<file path="src/rtl/irq_controller.sv">
// irq_controller: N-channel vectored interrupt controller.
//
// Each channel is either rising-edge triggered or level triggered. A pending
// bit is captured per channel, qualified by a mask register and a global
// enable, and the lowest-numbered eligible channel is offered to the CPU.
// The CPU accepts with INT_ACK and ends the handler with INT_EOI. There is no
// nesting: while a handler runs, no new interrupt is offered, but pending
// bits keep accumulating.
//
// Ports:
//   CLK          system clock, rising edge
//   CPU_Reset_n  asynchronous active-low reset
//   IRQ_IN       raw interrupt sources, synchronous to CLK
//   GIE          global interrupt enable
//   MASK_WE      load MASK from MASK_DATA at the next edge
//   MASK_DATA    new mask value (1 = channel enabled)
//   PEND_CLR     one-cycle software clear of edge-channel pending bits
//   INT_ACK      CPU accepts the offered interrupt (one-cycle pulse)
//   INT_EOI      CPU end-of-interrupt (one-cycle pulse)
//   INT_REQ      interrupt offered to the CPU
//   INT_ID       channel being offered or serviced
//   INT_VECTOR   handler address: VECTOR_BASE + INT_ID*VECTOR_STRIDE
//   PENDING      pending register
//   MASK         mask register
//   IN_SERVICE   a handler is currently running

module irq_controller #(
    parameter int unsigned     N_CH          = 4,
    parameter int unsigned     ID_W          = 2,
    parameter logic [N_CH-1:0] EDGE_MODE     = {N_CH{1'b1}},
    parameter logic [N_CH-1:0] MASK_RESET    = {N_CH{1'b0}},
    parameter logic [15:0]     VECTOR_BASE   = 16'h0010,
    parameter logic [15:0]     VECTOR_STRIDE = 16'h0008
) (
    input  logic            CLK,
    input  logic            CPU_Reset_n,
    input  logic [N_CH-1:0] IRQ_IN,
    input  logic            GIE,
    input  logic            MASK_WE,
    input  logic [N_CH-1:0] MASK_DATA,
    input  logic [N_CH-1:0] PEND_CLR,
    input  logic            INT_ACK,
    input  logic            INT_EOI,
    output logic            INT_REQ,
    output logic [ID_W-1:0] INT_ID,
    output logic [15:0]     INT_VECTOR,
    output logic [N_CH-1:0] PENDING,
    output logic [N_CH-1:0] MASK,
    output logic            IN_SERVICE
);

    typedef enum logic [1:0] {
        ST_IDLE    = 2'd0,
        ST_OFFER   = 2'd1,
        ST_SERVICE = 2'd2
    } state_t;

    state_t state;
    state_t state_nxt;

    logic [N_CH-1:0] irq_prev;
    logic [N_CH-1:0] eligible;
    logic [N_CH-1:0] id_onehot;
    logic [N_CH-1:0] edge_set;
    logic [N_CH-1:0] edge_clr;
    logic [N_CH-1:0] pending_nxt;
    logic [ID_W-1:0] winner;
    logic            any_eligible;
    logic            offered_eligible;
    logic            ack_take;
    logic            latch_id;

    // Eligible channels: pending, unmasked, and globally enabled.
    assign eligible     = GIE ? (PENDING & MASK) : '0;
    assign any_eligible = |eligible;

    // Fixed priority: lowest set index wins.
    always_comb begin
        winner = '0;
        for (int i = int'(N_CH) - 1; i >= 0; i--) begin
            if (eligible[i]) begin
                winner = ID_W'(i);
            end
        end
    end

    // One-hot decode of INT_ID; avoids indexing a vector with a mismatched width.
    always_comb begin
        id_onehot = '0;
        for (int i = 0; i < int'(N_CH); i++) begin
            id_onehot[i] = (INT_ID == ID_W'(i));
        end
    end

    assign offered_eligible = |(eligible & id_onehot);

    // State register.
    always_ff @(posedge CLK or negedge CPU_Reset_n) begin
        if (!CPU_Reset_n) begin
            state <= ST_IDLE;
        end else begin
            state <= state_nxt;
        end
    end

    // Next-state logic. ACK beats withdrawal when both happen in OFFER.
    always_comb begin
        state_nxt = state;
        case (state)
            ST_IDLE: begin
                if (any_eligible) begin
                    state_nxt = ST_OFFER;
                end
            end
            ST_OFFER: begin
                if (INT_ACK) begin
                    state_nxt = ST_SERVICE;
                end else if (!offered_eligible) begin
                    state_nxt = ST_IDLE;
                end
            end
            ST_SERVICE: begin
                if (INT_EOI) begin
                    state_nxt = ST_IDLE;
                end
            end
            default: begin
                state_nxt = ST_IDLE;
            end
        endcase
    end

    // Output decode; INT_REQ and IN_SERVICE come straight from the state register.
    always_comb begin
        INT_REQ    = 1'b0;
        IN_SERVICE = 1'b0;
        ack_take   = 1'b0;
        latch_id   = 1'b0;
        case (state)
            ST_IDLE: begin
                latch_id = any_eligible;
            end
            ST_OFFER: begin
                INT_REQ  = 1'b1;
                ack_take = INT_ACK;
            end
            ST_SERVICE: begin
                IN_SERVICE = 1'b1;
            end
            default: begin
                INT_REQ = 1'b0;
            end
        endcase
    end

    // Edge channels: a rising edge sets, PEND_CLR or ACK of this channel clears,
    // and a set in the same cycle as a clear wins. Level channels track the input.
    assign edge_set    = IRQ_IN & ~irq_prev;
    assign edge_clr    = PEND_CLR | (ack_take ? id_onehot : '0);
    assign pending_nxt = (EDGE_MODE & (edge_set | (PENDING & ~edge_clr)))
                       | (~EDGE_MODE & IRQ_IN);

    // Pending, mask and edge-history registers.
    always_ff @(posedge CLK or negedge CPU_Reset_n) begin
        if (!CPU_Reset_n) begin
            PENDING  <= '0;
            MASK     <= MASK_RESET;
            irq_prev <= '0;
        end else begin
            PENDING  <= pending_nxt;
            irq_prev <= IRQ_IN;
            if (MASK_WE) begin
                MASK <= MASK_DATA;
            end
        end
    end

    // INT_ID is captured on entry to OFFER and held through SERVICE.
    always_ff @(posedge CLK or negedge CPU_Reset_n) begin
        if (!CPU_Reset_n) begin
            INT_ID <= '0;
        end else if (latch_id) begin
            INT_ID <= winner;
        end
    end

    // Handler address, truncated to 16 bits.
    assign INT_VECTOR = 16'(32'(VECTOR_BASE) + 32'(INT_ID) * 32'(VECTOR_STRIDE));

endmodule
</file>
<file path="config.mk">
export PLATFORM = sky130hd
export DESIGN_NAME = irq_controller
export DESIGN_NICKNAME = d
export VERILOG_FILES = /design/src/rtl/irq_controller.sv
export SDC_FILE = /design/constraint.sdc
export NUM_CORES = 1
export LEC_CHECK = 0
export ABC_CLOCK_PERIOD_IN_PS = 3000
export CAP_MARGIN = 10
export CORE_MARGIN = 3
export CORE_UTILIZATION = 30
export DETAILED_ROUTE_END_ITERATION = 6
export GPL_ROUTABILITY_DRIVEN = 0
export HOLD_SLACK_MARGIN = 0.03
export PLACE_DENSITY = 0.65
export SYNTH_ARGS = -nofsm -noshare
export SYNTH_HDL_FRONTEND = slang
export SYNTH_SLANG_ARGS = --single-unit
</file>
<file path="constraint.sdc">
create_clock -name CLK -period 3 [get_ports CLK]
set_clock_uncertainty 0.2 [all_clocks]
set_input_delay 0.3 -clock CLK [delete_from_list [all_inputs] [get_ports CLK]]
set_output_delay 0.3 -clock CLK [all_outputs]
set_load 0.005 [all_outputs]
</file>
==> metrics.md, run 1 <==
| Metric | Value |
|---|---|
| Setup_tns | `0 ns` |
| Commonest non-fill, non-tap cell in the layout | `clkdlybuf4s50_1` |
| Final #Nets | `approximately 130` |
| #FFs+latches synth | `16` |
| Yosys top cell by area | `dfrtp_1` |
| Slowest cell on the critical path | `clkdlybuf4s50_1` |
| Slew at the pin closest to its max-slew limit | `approximately 0.7 ns` |
| Non-Filler Instances | `137` |
| Clk Latency, worst-skew pair | `between 0.2 and 0.3 ns` |
| Top cell type's share of synthesized area | `0.4893` |
| Share of cells above drive strength 1 | `0.09346` |
| Hold-fix buffers, CTS | `0` |
| Syn_area_per_cell | `roughly 11 sq um` |
| Ports | `46` |
| DRT iter0 DRCs | `4` |
| Final antenna-violating net count | `0` |
| Xor/xnor share of the synthesized area | `0` |
| IO Port Bufs | `32` |
| Min Hold Slack | `roughly 0.22 ns` |
| Switching part of the total | `0.3007` |
| Min-Delay Path Class | `reg -> reg` |
| Crit path capture type | `primary output` |
| DR vias | `~640` |
| Max-Cap Viols | `0` |
| CORE AREA | `approximately 0.0025 sq mm` |
| Synth Instances | `between 70 and 80` |
| Max incr delay on CP | `approximately 0.5 ns` |
| Largest net degree at the start of global routing | `17` |
| Required time of the critical path | `2.50 ns` |
| Worst Setup Start Kind | `register` |
| Post-synthesis mux area share | `0.08257` |
| Global-route wire length before repair | `approximately 3100 um` |
| GR Layer Usage met2 | `0.1968` |
| Die W | `about 58 um` |
| Synth area leaders | `dfrtp_1, buf_4, mux2_2` |
| Switching power | `between 150 and 200 uW` |
| Placed cell count | `134` |
| Initial antenna violation count | `0` |
| All-Layer GR Usage | `0.1220` |
| Final Hold Viols | `0` |
| P per Cell Area | `555.5 mW/mm^2` |
| Postcts setup bufs | `0` |
| Post-layout power | `628.3 uW` |
| CTS resizes | `0` |
| CTS tree | `built` |
| Synth Area in Adders | `0` |
| Mapped Area | `~800 sq um` |
| Ant diodes | `0` |
| Seq/Total Area, Yosys | `0.4893` |
| Die ar. | `about 0.0034 sq mm` |
| YS warnings | `0` |
| Setup ws final | `1.018 ns` |
| Period minus WS final | `1.982 ns` |
| DPL Wire Length | `between 1500 and 2000 um` |
| Unrepaired setup endpoints after global routing | `no` |
| WL final | `1868 um` |
| Rows | `18` |
| Max H-tree Level | `1` |
| Comb power frac | `0.349` |
| Chip height | `approximately 58 um` |
| Commonest cells after routing, fill and taps aside | `clkdlybuf4s50_1, dfrtp_1, conb_1, inv_1` |
| Slew headroom | `0.5200` |
| Worst setup path category | `reg -> out` |
| Max frequency | `a little over 0.5 GHz` |
| Sequential power share | `0.478` |
| Vias in the first global route | `roughly 700` |
| Most Crowded Layer GR | `met2` |
| Largest family of logic cells by synthesized area | `buffers and inverters` |
| Worst-path cell chain | `and2b_1 > clkdlybuf4s50_1` |
| Status | `completed` |
| Critical Path AT | `roughly 1.5 ns` |
| Clock network power share | `0.172` |
| Fin crit share | `0.6606` |
| Area growth from synthesis to layout | `38.23%` |
| Setup violators final | `0` |
| Simple-gate area share of the yosys netlist | `0.08257` |
| Leak | `between 0.0004 and 0.0005 uW` |
| Gr ovfl total | `0` |
| Worst slack, placed | `around 1.2 ns` |
| CTS Buffer Depth | `2` |
| GR Util met1 | `0.1399` |
| DRC Markers | `0` |
| Post-synthesis compound-gate area fraction | `0.1529` |
| CTS buffer count | `3` |
| Root buffer cell | `clkbuf_4` |
| First-pass iteration count of the detailed router | `3` |
| Post-synthesis cell type count | `26` |
| Clock transition at path regs | `around 0.090 ns` |
| DR WL/cell | `13.64 um` |
| P_int | `between 400 and 500 uW` |
| Final-report max-slew violation count | `0` |
| GR Util met3 | `0.04232` |
| Initial Util | `0.3215` |
| Vias per cell | `4.657` |
| VDD IR max | `291.3 uV` |
| Max Fanout on Critical Path | `6` |
| # clock sinks | `16` |
critical path: cells and delay by family, from the launching register on:
family,cells,cell delay [ns]
buf+inv,1,0.51
flops,1,0.44
simple gates,1,0.25
worst paths after layout:
check / startpoint / endpoint / slack, ns / cells after the start
max: state[1]$_DFFE_PN0P_ / INT_REQ / 1.02 / 2
min: irq_prev[2]$_DFF_PN0_ / PENDING[2]$_DFF_PN0_ / 0.22 / 1
max reg2reg: MASK[1]$_DFFE_PN0P_ / INT_ID[0]$_DFFE_PN0P_ / 1.55 / 3
min reg2reg: irq_prev[2]$_DFF_PN0_ / PENDING[2]$_DFF_PN0_ / 0.22 / 1
max in group asynchronous: CPU_Reset_n / INT_ID[0]$_DFFE_PN0P_ / 1.90 / 1
min in group asynchronous: CPU_Reset_n / irq_prev[1]$_DFF_PN0_ / 0.25 / 1
sequential cells by signal, summed over array words and instances, names as in the netlist:
name	cells
state	2
INT_ID	2
irq_prev	4
PENDING	4
MASK	4
cell type report:
class / count / area [sq um]
clock buffer: 3 / 22.52
fill: 262 / 1414
inverter: 11 / 41.29
multi-input combinational: 45 / 309.0
sequential: 16 / 400.4
tap: 30 / 37.54
timing repair buffer: 32 / 320.3
metrics by stage:
stage,area [sq um],util
after floorplan,863.3,-
after global placement,1109,0.4356
after detailed placement,1109,0.4356
after CTS,1131,0.4444
after global routing,1131,0.4444
final,1131,0.4444
cells in the mapped netlist:
| library cell | n |
|---|---|
| a2111oi_0 | 1 |
| a2111oi_1 | 1 |
| a21oi_1 | 1 |
| a2bb2oi_1 | 1 |
| a32o_1 | 1 |
| a32oi_1 | 1 |
| a41oi_1 | 1 |
| and2b_1 | 1 |
| buf_4 | 15 |
| conb_1 | 1 |
| dfrtp_1 | 16 |
| inv_1 | 11 |
| mux2_2 | 4 |
| mux4_2 | 1 |
| nand2_1 | 4 |
| nand2_2 | 1 |
| nand2b_1 | 1 |
| nand3b_1 | 2 |
| nand4_1 | 1 |
| nor2_1 | 1 |
| nor3b_1 | 1 |
| o21ai_0 | 3 |
| o22a_1 | 1 |
| o2bb2ai_2 | 1 |
| o311ai_0 | 2 |
| o32ai_1 | 1 |
kinds of logic after synthesis:
kind of cell,after synthesis
AO/OA/AOI/OAI,15
buffers and inverters,26
flip-flops,16
multiplexers,5
other,1
AND/OR/NAND/NOR,12
metal layers:
metal,vias up,routed length [um]
li1,301,-
met1,289,751
met2,40,860
met3,8,196
met4,0,60
met5,-,0
power by group through the flow:
stage	registers [uW]	logic, uW	clock network, uW
finish	301	220	108
global route	309	239	123
CTS	300	223	114
detailed placement	304	221	0
global placement	304	216	0
floorplan	291	109	0
Power figures use the tool's default switching activity.
==> run 2: changes to the inputs <==
--- a/config.mk
+++ b/config.mk
@@ -5,14 +5,14 @@
 export SDC_FILE = /design/constraint.sdc
 export NUM_CORES = 1
 export LEC_CHECK = 0
-export ABC_CLOCK_PERIOD_IN_PS = 3000
+export ABC_CLOCK_PERIOD_IN_PS = 1700
 export CAP_MARGIN = 10
 export CORE_MARGIN = 3
 export CORE_UTILIZATION = 30
 export DETAILED_ROUTE_END_ITERATION = 6
 export GPL_ROUTABILITY_DRIVEN = 0
 export HOLD_SLACK_MARGIN = 0.03
-export PLACE_DENSITY = 0.65
+export PLACE_DENSITY = 0.68
 export SYNTH_ARGS = -nofsm -noshare
 export SYNTH_HDL_FRONTEND = slang
 export SYNTH_SLANG_ARGS = --single-unit
==> constraint.sdc (replaced) <==
create_clock -name CLK -period 1.7 [get_ports CLK]
set_clock_uncertainty 0.2 [all_clocks]
set_input_delay 0.17 -clock CLK [delete_from_list [all_inputs] [get_ports CLK]]
set_output_delay 0.17 -clock CLK [all_outputs]
set_load 0.005 [all_outputs]
==> metrics.md, run 2 (same netlist as run 1, synthesis figures left out) <==
| Metric | Value |
|---|---|
| R2r endpoint | `PENDING[0]$_DFF_PN0_` |
| Setup_tns | `0 ns (unchanged)` |
| DRC Markers | `0 (unchanged)` |
| P per Cell Area | `1014 mW/mm^2 (+83%)` |
| DRT iter0 DRCs | `7 (+3)` |
| Max incr delay on CP | `0.53 ns (+0.02 ns)` |
| Reg area | `402.9 sq um (+0.62%)` |
| Share of cells above drive strength 1 | `0.1880 (+0.09458)` |
| Status | `completed` |
| Ant diodes | `0 (unchanged)` |
| Min Hold Slack | `0.1541 ns (-0.07004 ns)` |
| Worst Setup Start Kind | `register` |
| Vias in the first global route | `737 (+7.1%)` |
| Worst-path cell chain | `clkdlybuf4s50_1` |
| Critical Path AT | `1.26 ns (-0.22 ns)` |
| Commonest non-fill, non-tap cell in the layout | `clkdlybuf4s50_1` |
| Largest net degree at the start of global routing | `17 (unchanged)` |
| Initial antenna violation count | `0 (unchanged)` |
| Post-layout power | `1242 uW (+98%)` |
| Clock transition at path regs | `0.09 ns (about the same)` |
| VDD IR max | `633.6 uV (+120%)` |
| Min-Delay Path Class | `in -> reg` |
| R2R Setup Slk | `0.17 ns (-1.38 ns)` |
| All-Layer GR Usage | `0.1226 (+0.0005775)` |
| IO Port Bufs | `32 (unchanged)` |
| DR WL/cell | `12.84 um (-5.9%)` |
| CTS tree | `built` |
| Final antenna-violating net count | `0 (unchanged)` |
| Most Crowded Layer GR | `met2` |
| Required time of the critical path | `1.33 ns (-1.17 ns)` |
| Fin crit share | `0.9613` |
| CTS Buffer Depth | `2 (unchanged)` |
| Max H-tree Level | `1 (unchanged)` |
| # clock sinks | `16 (unchanged)` |
| GR Util met3 | `0.05345 (+0.01114)` |
| Gr ovfl total | `0 (unchanged)` |
| Final Hold Viols | `0 (unchanged)` |
| Initial Util | `0.3215 (unchanged)` |
| Final #Nets | `136 (+7.1%)` |
| DPL Wire Length | `1438 um (-6.4%)` |
| Slowest cell on the critical path | `clkdlybuf4s50_1` |
| Crit path capture type | `primary output` |
| Clk Latency, worst-skew pair | `0.28 ns (about the same)` |
| Ports | `46 (unchanged)` |
| DR vias | `679 (+6.4%)` |
| Vias per cell | `4.619 (-0.81%)` |
| GR Layer Usage met2 | `0.1952 (-0.001613)` |
| Max Fanout on Critical Path | `8 (+2)` |
| Footprint of the multi-input gates | `316.6 sq um (+2.4%)` |
| Leak | `0.0005690 uW (+14%)` |
| Placed cell count | `135 (+0.75%)` |
| CORE AREA | `0.002545 sq mm (unchanged)` |
| Die ar. | `0.003390 sq mm (unchanged)` |
| Max frequency | `between 0.6 and 0.7 GHz` |
| GR Util met1 | `0.1472 (+0.007333)` |
| Unrepaired setup endpoints after global routing | `no` |
| Worst r2r src | `state[1]$_DFFE_PN0P_` |
| First-pass iteration count of the detailed router | `4 (+1)` |
| Design area | `0.001225 sq mm (+8.3%)` |
| Placed Area | `0.001116 sq mm (+0.68%)` |
| Hold path startpoint | `IRQ_IN[1]` |
| Non-Filler Instances | `147 (+7.3%)` |
| WL final | `1887 um (+1.0%)` |
| WP buf/inv | `1 (unchanged)` |
| Area growth from synthesis to layout | `49.69%` |
| Worst Hold Depth | `1 (unchanged)` |
| Final-report max-slew violation count | `0 (unchanged)` |
| Die W | `58.23 um (unchanged)` |
| Filler cell count | `246 (-6.1%)` |
| Root buffer cell | `clkbuf_4` |
| CTS buffer count | `3 (unchanged)` |
| Global-route wire length before repair | `3160 um (+2.7%)` |
| Max-Cap Viols | `0 (unchanged)` |
| Setup violators final | `0 (unchanged)` |
| WHS Endpoint | `irq_prev[1]$_DFF_PN0_` |
| Biggest regs | `MASK (4), PENDING (4), irq_prev (4)` |
| Worst setup path category | `reg -> out` |
| Commonest cells after routing, fill and taps aside | `clkdlybuf4s50_1, dfrtp_1, conb_1, inv_1, buf_4` |
| Period minus WS final | `about 1.6 ns` |
| Crit path max-delay family | `buffers and inverters` |
| Rows | `18 (unchanged)` |
| Chip height | `58.23 um (unchanged)` |
| Reg2Reg Depth | `4 (+1)` |
==> run 2: cell types whose count changed in the layout (fill, tap and decap cells not counted) <==
cell,previous run,this run
o311ai_0,2,1
dlygate4sd3_1,0,1
o311ai_1,0,1
dfrtp_1,16,14
nand2b_1,1,0
clkdlybuf4s50_1,32,29
dlygate4sd2_1,0,2
nand2b_4,0,1
dlymetal6s2s_1,0,1
buf_4,0,8
dfrtp_2,0,2
clkbuf_8,0,1
==> run 2: repair_timing <==
action                                 4_1_cts  5_1_grt
setup buffers                                6        1
endpoints found under the hold margin       16        0
resized for setup                            5        2
setup endpoints to repair                    7        3
hold buffers                                 1        0
pin swaps                                    0        0
==> run 2: per-stage QoR <==
stage          worst slack, ns  utilization
6_report               0.06572       0.4813
3_5_place_dp           0.09046       0.4385
2_1_floorplan           0.3556            -
4_1_cts               0.004975       0.4774
3_3_place_gp            0.1510       0.4385
5_1_grt                0.01392       0.4813
==> run 2: layout make-up <==
cell class / instances / area share
inverter: 11 / 0.03371
multi-input combinational: 45 / 0.2584
sequential: 16 / 0.3289
tap: 30 / 0.03064
timing repair buffer: 41 / 0.3187
clock buffer: 4 / 0.02962
==> run 2: layer usage <==
metal / share of wire / vias to the layer above
li1: - / 321
met1: 0.44 / 323
met2: 0.46 / 33
met3: 0.10 / 2
met4: 0.0037 / 0
met5: 0 / -
==> run 2: how the worst max path moves through the flow <==
stage / cells past startpoint / startpoint / end
3_5_place_dp: 4 / INT_ACK / PENDING[0]$_DFF_PN0_
4_1_cts: 2 / INT_ID[1]$_DFFE_PN0P_ / INT_VECTOR[4]
3_3_place_gp: 4 / INT_ACK / PENDING[2]$_DFF_PN0_
5_1_grt: 1 / INT_ID[0]$_DFFE_PN0P_ / INT_VECTOR[3]
6_report: 1 / INT_ID[0]$_DFFE_PN0P_ / INT_ID[0]
2_1_floorplan: 2 / INT_ID[0]$_DFFE_PN0P_ / state[0]$_DFFE_PN0P_
==> run 2: power breakdown <==
group | leakage [uW] | internal [uW] | switching, uW | total (uW)
clock | 0.0000210 | 130 | 118 | 248
combinational | 0.000358 | 312 | 165 | 477
sequential | 0.000190 | 442 | 74.7 | 517
==> run 3: changes to the inputs <==
--- a/config.mk
+++ b/config.mk
@@ -11,7 +11,7 @@
 export CORE_UTILIZATION = 30
 export DETAILED_ROUTE_END_ITERATION = 6
 export GPL_ROUTABILITY_DRIVEN = 0
-export HOLD_SLACK_MARGIN = 0.03
+export HOLD_SLACK_MARGIN = 0.05
 export PLACE_DENSITY = 0.68
 export SYNTH_ARGS = -nofsm -noshare
 export SYNTH_HDL_FRONTEND = slang
==> results of run 3 <==
The final DEF is identical to that of run 2; final timing and power are the same.
